## config.mk

```make
export PLATFORM = sky130hd
export DESIGN_NAME = vga_regbank_arbiter
export DESIGN_NICKNAME = d
export VERILOG_FILES = /design/src/rtl/vga_regbank_pkg.sv /design/src/rtl/regbank_16x8.sv /design/src/rtl/vga_regbank_arbiter.sv
export SDC_FILE = /design/constraint.sdc
export NUM_CORES = 1
export LEC_CHECK = 0
export BUFFER_PORTS_ARGS = -buffer_cell sky130_fd_sc_hd__buf_2
export CORE_MARGIN = 3
export CORE_UTILIZATION = 55
export CTS_CLUSTER_SIZE = 24
export DETAILED_ROUTE_END_ITERATION = 12
export GPL_TIMING_DRIVEN = 0
export PLACE_DENSITY = 0.73
export SLEW_MARGIN = 20
export SYNTH_ARGS = -nofsm -noshare
export SYNTH_HDL_FRONTEND = slang
export SYNTH_SLANG_ARGS = --single-unit
```

## constraint.sdc

```tcl
create_clock -name CLK -period 2.9 [get_ports CLK]
set_clock_uncertainty 0.15 [all_clocks]
set_input_delay 0.58 -clock CLK [delete_from_list [all_inputs] [get_ports CLK]]
set_output_delay 0.58 -clock CLK [all_outputs]
set_load 0.02 [all_outputs]
```

## src/rtl/vga_regbank_pkg.sv

```systemverilog
// Shared definitions for the VGA display register bank and its arbiter:
// FSM state encoding, default widths and the named byte addresses that the
// VGA controller and the RTC/keyboard side agree on.
package vga_regbank_pkg;

    localparam int unsigned ADDR_W_DEF     = 4;
    localparam int unsigned DATA_W_DEF     = 8;
    localparam int unsigned STARVE_MAX_DEF = 4;

    // Last-winner register: decides which grant is high this cycle.
    typedef enum logic [1:0] {
        ST_IDLE = 2'd0,
        ST_A    = 2'd1,
        ST_B    = 2'd2
    } state_t;

    // Display byte map shared by ControlVGA and the RTC interface.
    localparam logic [3:0] ADDR_CURSOR  = 4'd0;
    localparam logic [3:0] ADDR_HOUR    = 4'd1;
    localparam logic [3:0] ADDR_MIN     = 4'd2;
    localparam logic [3:0] ADDR_SEC     = 4'd3;
    localparam logic [3:0] ADDR_DAY     = 4'd4;
    localparam logic [3:0] ADDR_MONTH   = 4'd5;
    localparam logic [3:0] ADDR_YEAR    = 4'd6;
    localparam logic [3:0] ADDR_WEEKDAY = 4'd7;
    localparam logic [3:0] ADDR_ALARM   = 4'd8;
    localparam logic [3:0] ADDR_FORMAT  = 4'd9;

endpackage

```

## src/rtl/regbank_16x8.sv

```systemverilog
// Single-port display register file with asynchronous active-low clear.
// The read port is a plain mux of the addressed entry; the arbiter captures
// it into its read-data registers on the same edge the access is granted.
// Ports:
//   clk, rst_n : clock, async active-low clear of every entry
//   we         : write strobe for the addressed entry
//   addr       : entry address
//   wdata      : write data
//   rdata_c    : contents of the addressed entry (combinational)
module regbank_16x8 #(
    parameter int unsigned ADDR_W = 4,
    parameter int unsigned DATA_W = 8
) (
    input  logic              clk,
    input  logic              rst_n,
    input  logic              we,
    input  logic [ADDR_W-1:0] addr,
    input  logic [DATA_W-1:0] wdata,
    output logic [DATA_W-1:0] rdata_c
);

    localparam int unsigned DEPTH = 2 ** ADDR_W;

    logic [DATA_W-1:0] mem [DEPTH];

    // Storage: whole bank zeroed on reset, one write per edge otherwise.
    always_ff @(posedge clk or negedge rst_n) begin
        if (!rst_n) begin
            for (int i = 0; i < int'(DEPTH); i++) begin
                mem[i] <= '0;
            end
        end else if (we) begin
            mem[addr] <= wdata;
        end
    end

    assign rdata_c = mem[addr];

endmodule

```

## src/rtl/vga_regbank_arbiter.sv

```systemverilog
// Display register bank with a two-requester single-port arbiter.
// Port A (VGA controller, read-only) is favoured; port B (RTC/keyboard,
// read/write) wins after losing STARVE_MAX consecutive edges to A.
// Ports:
//   CLK, RESET           : clock, async active-low reset
//   req_a, addr_a        : VGA read request and address
//   gnt_a, rdata_a       : grant pulse and held read data for A
//   req_b, we_b, addr_b,
//   wdata_b              : RTC/keyboard request, write enable, address, data
//   gnt_b, rdata_b       : grant pulse and held read data for B
//   busy                 : B is pending and has lost at least one edge to A
module vga_regbank_arbiter
    import vga_regbank_pkg::*;
#(
    parameter int unsigned ADDR_W     = ADDR_W_DEF,
    parameter int unsigned DATA_W     = DATA_W_DEF,
    parameter int unsigned STARVE_MAX = STARVE_MAX_DEF
) (
    input  logic              CLK,
    input  logic              RESET,
    input  logic              req_a,
    input  logic [ADDR_W-1:0] addr_a,
    output logic              gnt_a,
    output logic [DATA_W-1:0] rdata_a,
    input  logic              req_b,
    input  logic              we_b,
    input  logic [ADDR_W-1:0] addr_b,
    input  logic [DATA_W-1:0] wdata_b,
    output logic              gnt_b,
    output logic [DATA_W-1:0] rdata_b,
    output logic              busy
);

    // STARVE_MAX is at most 15, so a 4-bit counter never needs to wrap.
    localparam int unsigned   CNT_W   = 4;
    localparam logic [CNT_W-1:0] CNT_MAX = CNT_W'(STARVE_MAX);

    state_t            state;
    state_t            next_state;
    logic [CNT_W-1:0]  wait_cnt;
    logic [CNT_W-1:0]  next_cnt;
    logic              win_a;
    logic              win_b;
    logic              bank_we;
    logic [ADDR_W-1:0] bank_addr;
    logic [DATA_W-1:0] bank_rdata;

    // Winner selection and starvation counter update.
    always_comb begin
        next_state = ST_IDLE;
        next_cnt   = '0;
        win_a      = 1'b0;
        win_b      = 1'b0;
        if (req_a && req_b) begin
            if (wait_cnt < CNT_MAX) begin
                win_a    = 1'b1;
                next_cnt = wait_cnt + CNT_W'(1);
            end else begin
                win_b    = 1'b1;
            end
        end else if (req_a) begin
            win_a = 1'b1;
        end else if (req_b) begin
            win_b = 1'b1;
        end
        if (win_a) begin
            next_state = ST_A;
        end else if (win_b) begin
            next_state = ST_B;
        end
    end

    // Single bank port follows whoever wins this edge.
    assign bank_we   = win_b & we_b;
    assign bank_addr = win_b ? addr_b : addr_a;

    regbank_16x8 #(
        .ADDR_W (ADDR_W),
        .DATA_W (DATA_W)
    ) u_bank (
        .clk     (CLK),
        .rst_n   (RESET),
        .we      (bank_we),
        .addr    (bank_addr),
        .wdata   (wdata_b),
        .rdata_c (bank_rdata)
    );

    // State, counter and read-data registers.
    always_ff @(posedge CLK or negedge RESET) begin
        if (!RESET) begin
            state    <= ST_IDLE;
            wait_cnt <= '0;
            busy     <= 1'b0;
            rdata_a  <= '0;
            rdata_b  <= '0;
        end else begin
            state    <= next_state;
            wait_cnt <= next_cnt;
            busy     <= (next_cnt != '0);
            if (win_a) begin
                rdata_a <= bank_rdata;
            end
            if (win_b && !we_b) begin
                rdata_b <= bank_rdata;
            end
        end
    end

    // Grants are a direct decode of the last-winner register.
    assign gnt_a = (state == ST_A);
    assign gnt_b = (state == ST_B);

endmodule

```

# --- After elaboration in Yosys (flattened, before gate mapping) ---
# Cells that the tools add are included.
word_totals:
  input_bits: 21
  elab_cells: 52
  output_inout_bits: 19
  regBits: 151
classes:
  bitwise_logic: 2
  n_eq_ne: 2
  mux: 18
  reduce_logical: 5
  add_sub_neg: 1
  magnitude_cmp: 3
ops:
  columns: ["op", "count"]
  rows:
  - ["bitwise mux 128 bit", 1]
  - ["binary-select mux 8 bit (select 4 bit)", 1]
  - ["demux 8 bit (select 4 bit)", 1]
  - ["two-way mux 8 bit", 3]
  - ["two-way mux 4 bit", 3]
  - ["two-way mux 1 bit", 7]
  - [">= comparator 5 bit, second input constant", 1]
  - ["less-than comparator 5 x 1 -> 1 bit, second input constant", 1]
  - ["NOT 4 -> 5 bit", 1]
  - ["adder 4 x 1 -> 4 bit, second input constant", 1]
  - ["less-than comparator 4 x 3 -> 1 bit, second input constant", 1]
  - ["two-way mux 2 bit", 2]
  - ["nonzero test 4 bit", 1]
  - ["logical AND 1 bit", 3]
  - ["== test 2 x 1 -> 1 bit, second input constant", 1]
  - ["== test 2 bit, second input constant", 1]
  - ["bitwise AND 1 bit", 1]
  - ["zero test 1 bit", 1]

# --- Logic depth before layout (Yosys ltp) ---
logic_depth:
  ltp_word: 10
  depth_mapped: 10
  mapped_depth_nobuf: 7

# --- Hierarchy ---
# A second synthesis with hierarchy kept.
unflattened:
  cells_unflattened: 430
  area_unflattened_um2: 6914.1
modules_own_cells:
  columns: ["module", "n_inst", "area_per_inst_um2", "cells_per_inst", "seq_area_each_um2"]
  rows:
  - ["regbank_16x8", 1, 5983.2, 368, 3203.1]
  - ["vga_regbank_arbiter", 1, 930.9, 62, 575.6]

# --- Least setup slack after synthesis ---
# No wires, ideal clock.
synth_timing:
  path_kind: "input to register"
  startpoint: "in req_a"
  endpoint: "reg rdata_b[0]"
  arrival_time_ns: 2.424
  cell_stages: 9
  setup_slack_ns: 0.189
  setup_ns: 0.137
  required_time_ns: 2.613
  path_buffers: 2
  path_cell_list: "nor3b_2 -> nand2b_4 -> mux2i_1 -> buf_2 -> buf_2 -> mux2i_1 -> o22ai_1 -> nor4_1 -> a21oi_1"
synth_via:
  elab_chain_cells: 7
  elab_cells_between_ends: 9
  classes_between: "mux (6); bitwise (1); reduce/logical (2)"
synth_rtl:
  columns: ["element", "line_no", "rtl"]
  rows:
  - ["start, declared", "vga_regbank_arbiter.sv:21", "input logic req_a,"]
  - ["two-way mux 1 bit / logical AND 1 bit (equally long branches)", "vga_regbank_arbiter.sv:61, vga_regbank_arbiter.sv:54", null]
  - ["two-way mux 1 bit *", "vga_regbank_arbiter.sv:54", "if (req_a && req_b) begin"]
  - ["two-way mux 4 bit", "vga_regbank_arbiter.sv:75", "assign bank_addr = win_b ? addr_b : addr_a;"]
  - ["NOT 4 -> 5 bit (not written as such)", "regbank_16x8.sv:37", "assign rdata_c = mem[addr];"]
  - ["binary-select mux 8 bit (select 4 bit)", "regbank_16x8.sv:37", null]
  - ["two-way mux 8 bit (not written as such) (2 in series)", "regbank_16x8.sv:37", null]
  - ["end signal, assigned", "vga_regbank_arbiter.sv:105", "rdata_b <= bank_rdata;"]
  - ["end, declared", "vga_regbank_arbiter.sv:30", "output logic [DATA_W-1:0] rdata_b,"]
# Every way passes the cells marked *; elsewhere a longest branch is shown, timed or not. The select of a mux whose other input is x is not followed.
# A chain may end at the register's enable or synchronous reset.

# --- Final worst setup path ---
layout_timing:
  startpoint: "reg wait_cnt[2]"
  endpoint: "reg rdata_b[4]"
layout_via:
  elab_chain_cells: 8
  elab_cells_between_ends: 9
  classes_between: "order compare (1); mux (6); bitwise (1); reduce/logical (1)"
layout_rtl:
  columns: ["element", "line_no", "rtl"]
  rows:
  - ["start, declared", "vga_regbank_arbiter.sv:40", "logic [CNT_W-1:0] wait_cnt;"]
  - ["start signal, assigned", "vga_regbank_arbiter.sv:99", "wait_cnt <= next_cnt;"]
  - ["less-than comparator 4 x 3 -> 1 bit *", "vga_regbank_arbiter.sv:55", "if (wait_cnt < CNT_MAX) begin"]
  - ["two-way mux 1 bit *", "vga_regbank_arbiter.sv:55", null]
  - ["two-way mux 1 bit *", "vga_regbank_arbiter.sv:54", null]
  - ["two-way mux 4 bit", "vga_regbank_arbiter.sv:75", null]
  - ["NOT 4 -> 5 bit (not written as such)", "regbank_16x8.sv:37", null]
  - ["binary-select mux 8 bit (select 4 bit)", "regbank_16x8.sv:37", null]
  - ["two-way mux 8 bit (not written as such) (2 in series)", "regbank_16x8.sv:37", null]
# Marks and branches as above.

==> key figures <==
Clocking
  • Clock Path Buffers: 2
  • H-tree levels: 4
  • Clock transition at the registers of the reported paths: 60 ps
  • TritonCTS Buffers: 17
  • CTS root buf: clkbuf_16
  • Clk sinks: 151
  • Skew-Pair Late Insertion Delay: 430 ps
  • TritonCTS clock tree: yes

Critical path
  • CP max-delay cell: mux2i_1
  • FF-to-FF path depth: 9
  • Critical setup path kind: reg2reg
  • CP Launch Type: register
  • Critical Path RT: 3100 ps
  • Crit path max fanout: 10
  • R2R Path End: rdata_b[4]
  • Worst setup EP type: register
  • Cell Chain, Critical Path: nor3b_2 -> nand2b_4 -> buf_6 -> mux2i_1 -> nand2_1 -> o22ai_1 -> nor4_2 -> buf_4 -> a21oi_1
  • CP arrival: 2990 ps
  • Reg2Reg Setup Slack: 100 ps
  • Crit-path max cell delay: 480 ps
  • Worst flop-to-flop path startpoint: wait_cnt[2]

Worst hold path
  • Worst Hold Class: in2reg
  • WHS Endpoint: wait_cnt[0]
  • Hold-critical path depth: 3
  • Hold path startpoint: req_b

STA
  • Hold_ws: 292 ps
  • Final WS setup: 104 ps
  • Final min period: 2800 ps
  • Worst-Margin Slew: 598 ps
  • Fmax achieved: 358 MHz
  • Final worst-path cycle share: 0.964
  • Max_slew headroom: 0.601
  • Slew Limit Fails: 0
  • Setup violators final: 0
  • RSZ-0062 raised after global routing: false
  • Hold Vio Cnt, Final: 0
  • TNS Setup: 0 ps

Pwr
  • PD cells: 763 nW/µm²
  • Overall power consumption: 6.22 mW
  • Max VDD drop: 0.361 mV
  • Lkg Pwr: 3.82 nW

Final layout
  • Area of the multi-input gates: 3060 µm²
  • Area delta synth->final: 18.8%
  • Fin util: 0.674
  • Share of post-route cells with drive strength above 1: 0.405
  • Final Non-Filler Cells: 748
  • Filler Cell Count: 902
  • Ant diodes: 0
  • Register area: 3780 µm²
  • Layout Cell Area excl Fill: 8160 µm²
  • Layout Nets: 589

Drt
  • Via count: 4,319
  • Detail Route Antenna Nets: 0
  • DR WL/cell: 20.2 µm
  • Initial detailed-routing violation count: 204
  • Drt pass-1 iters: 4
  • Via density: 5.77
  • Total wire length: 15.1 mm
  • DRC: 0

Run
  • Max cap viols: 0

Placed design
  • RePlAce Congestion: 0.827
  • Pre-CTS WS: -874 ps
  • Detailed Place HPWL: 10.4 mm
  • Placed cell count: 711
  • Placed instance area: 7310 µm²
  • PortBufs: 39

Synth
  • Post-Synthesis Cells: 503
  • Top post-synthesis cells by area: dfrtp_1 55%, mux2_2 17%, mux2i_1 9.8%, mux2_1 3.9%, o22ai_1 2.9%
  • Post-synth top area share: 0.550
  • Post-synth cell types: 31
  • Register area share after synthesis: 0.550
  • Main synth FF type: dfrtp_1
  • Post-synth top area cell: dfrtp_1
  • Number of flops mapped to enable cells by yosys: 0
  • Syn Std Cell Area: 6860 µm²
  • FFs w/ async S/R, synth: 1.00
  • Most frequent cell after synthesis: dfrtp_1
  • Synthesis Warnings: 0
  • Synth Register Bits: 151
  • Avg Cell Area, Syn: 13.6 µm²
  • Commonest cells in the netlist: 151 x dfrtp_1, 106 x mux2_2, 67 x mux2i_1, 32 x o22ai_1, 24 x mux2_1
  • Synthesized Nets: 525

Floorplanning
  • Die width: 118 µm
  • DIE AREA: 13,900 µm²
  • Row cnt: 40
  • Die H: 118 µm
  • CORE AREA: 12,100 µm²
  • # IOs: 40
  • Initial Util: 0.567

GRT
  • Gr ovfl total: 0
  • Pin count of the biggest net entering global routing: 98
  • GRT Overall Usage: 0.230
  • First-pass GRT wire length: 24.2 mm
  • Vias in the first global route: 4,473
  • Initial antenna violation count: 0

Status
  • Status: complete, no violations
## state kept, by name (all words and copies together), names as in the netlist
| signal | flops |
|---|---|
| rdata_a | 8 |
| busy | 1 |
| rdata_b | 8 |
| state | 2 |
| wait_cnt | 4 |
| u_bank.mem | 128 |
## where the power goes
| part | internal (mW) | leakage, nW | switching (mW) |
|---|---|---|---|
| combinational | 0.550 | 1.54 | 0.548 |
| clock | 1.57 | 0.326 | 0.814 |
| sequential | 2.53 | 1.96 | 0.209 |
| total | 4.65 | 3.82 | 1.57 |
## layer usage
layer	GRT usage	vias up	share of wire
li1	-	1962	-
met1	0.290	2208	0.42
met2	0.377	119	0.49
met3	0.0533	30	0.058
met4	0.110	0	0.028
met5	0	-	0
## final cells by class
class,count,area share
buffer,26,0.0193
clock buffer,24,0.0627
clock inverter,8,0.0172
inverter,2,0.00107
multi-input combinational,322,0.375
sequential,151,0.463
tap,168,0.0258
timing repair buffer,47,0.0353
## what timing repair did
item / 4_1_cts / 5_1_grt
buffers inserted: 1 / 5
cloned: 0 / 0
resized for setup: 18 / 12
hold buffers: 1 / 0
setup endpoints to repair: 23 / 39
endpoints found under the hold margin: 54 / 0
pin swaps: 8 / 3
## layout by cell type (no fill, tap or decap), types with 12 or more instances in the layout
master,count
clkbuf_16,17
mux2_2,106
mux2i_1,63
mux2_1,24
dfrtp_1,151
nand2_1,15
o22ai_1,31
buf_2,43
nor2_1,12
## worst max-delay path by stage
| stage | startpoint | to | cells after the start |
|---|---|---|---|
| final | wait_cnt[2] | rdata_b[4] | 9 |
| after detailed placement | req_a | rdata_b[0] | 10 |
| after global placement | RESET | u_bank.mem[48] | 1 |
| after CTS | wait_cnt[3] | rdata_b[7] | 9 |
| after global routing | wait_cnt[2] | rdata_b[2] | 9 |
| after floorplan | req_a | rdata_b[0] | 9 |
## worst max-delay path: cells and delay by family, from the launching register on
kind | cells | cell delay, ps
compound gates | 2 | 510
simple gates | 4 | 850
mux | 1 | 480
buf+inv | 2 | 360
flops | 1 | 370
## kinds of logic (layout without fill, tap and decap cells)
kind of cell / count (synthesis) / count (layout) / synth area share
multiplexers: 200 / 200 / 0.321
flip-flops: 151 / 151 / 0.550
AND/OR/NAND/NOR: 72 / 72 / 0.0634
AO/OA/AOI/OAI: 48 / 48 / 0.0408
buffers and inverters: 30 / 107 / 0.0221
adder cells (fa/ha/maj): 1 / 1 / 0.00182
other: 1 / 1 / 0.000546
Note: power is estimated with default switching activity, not from simulation.
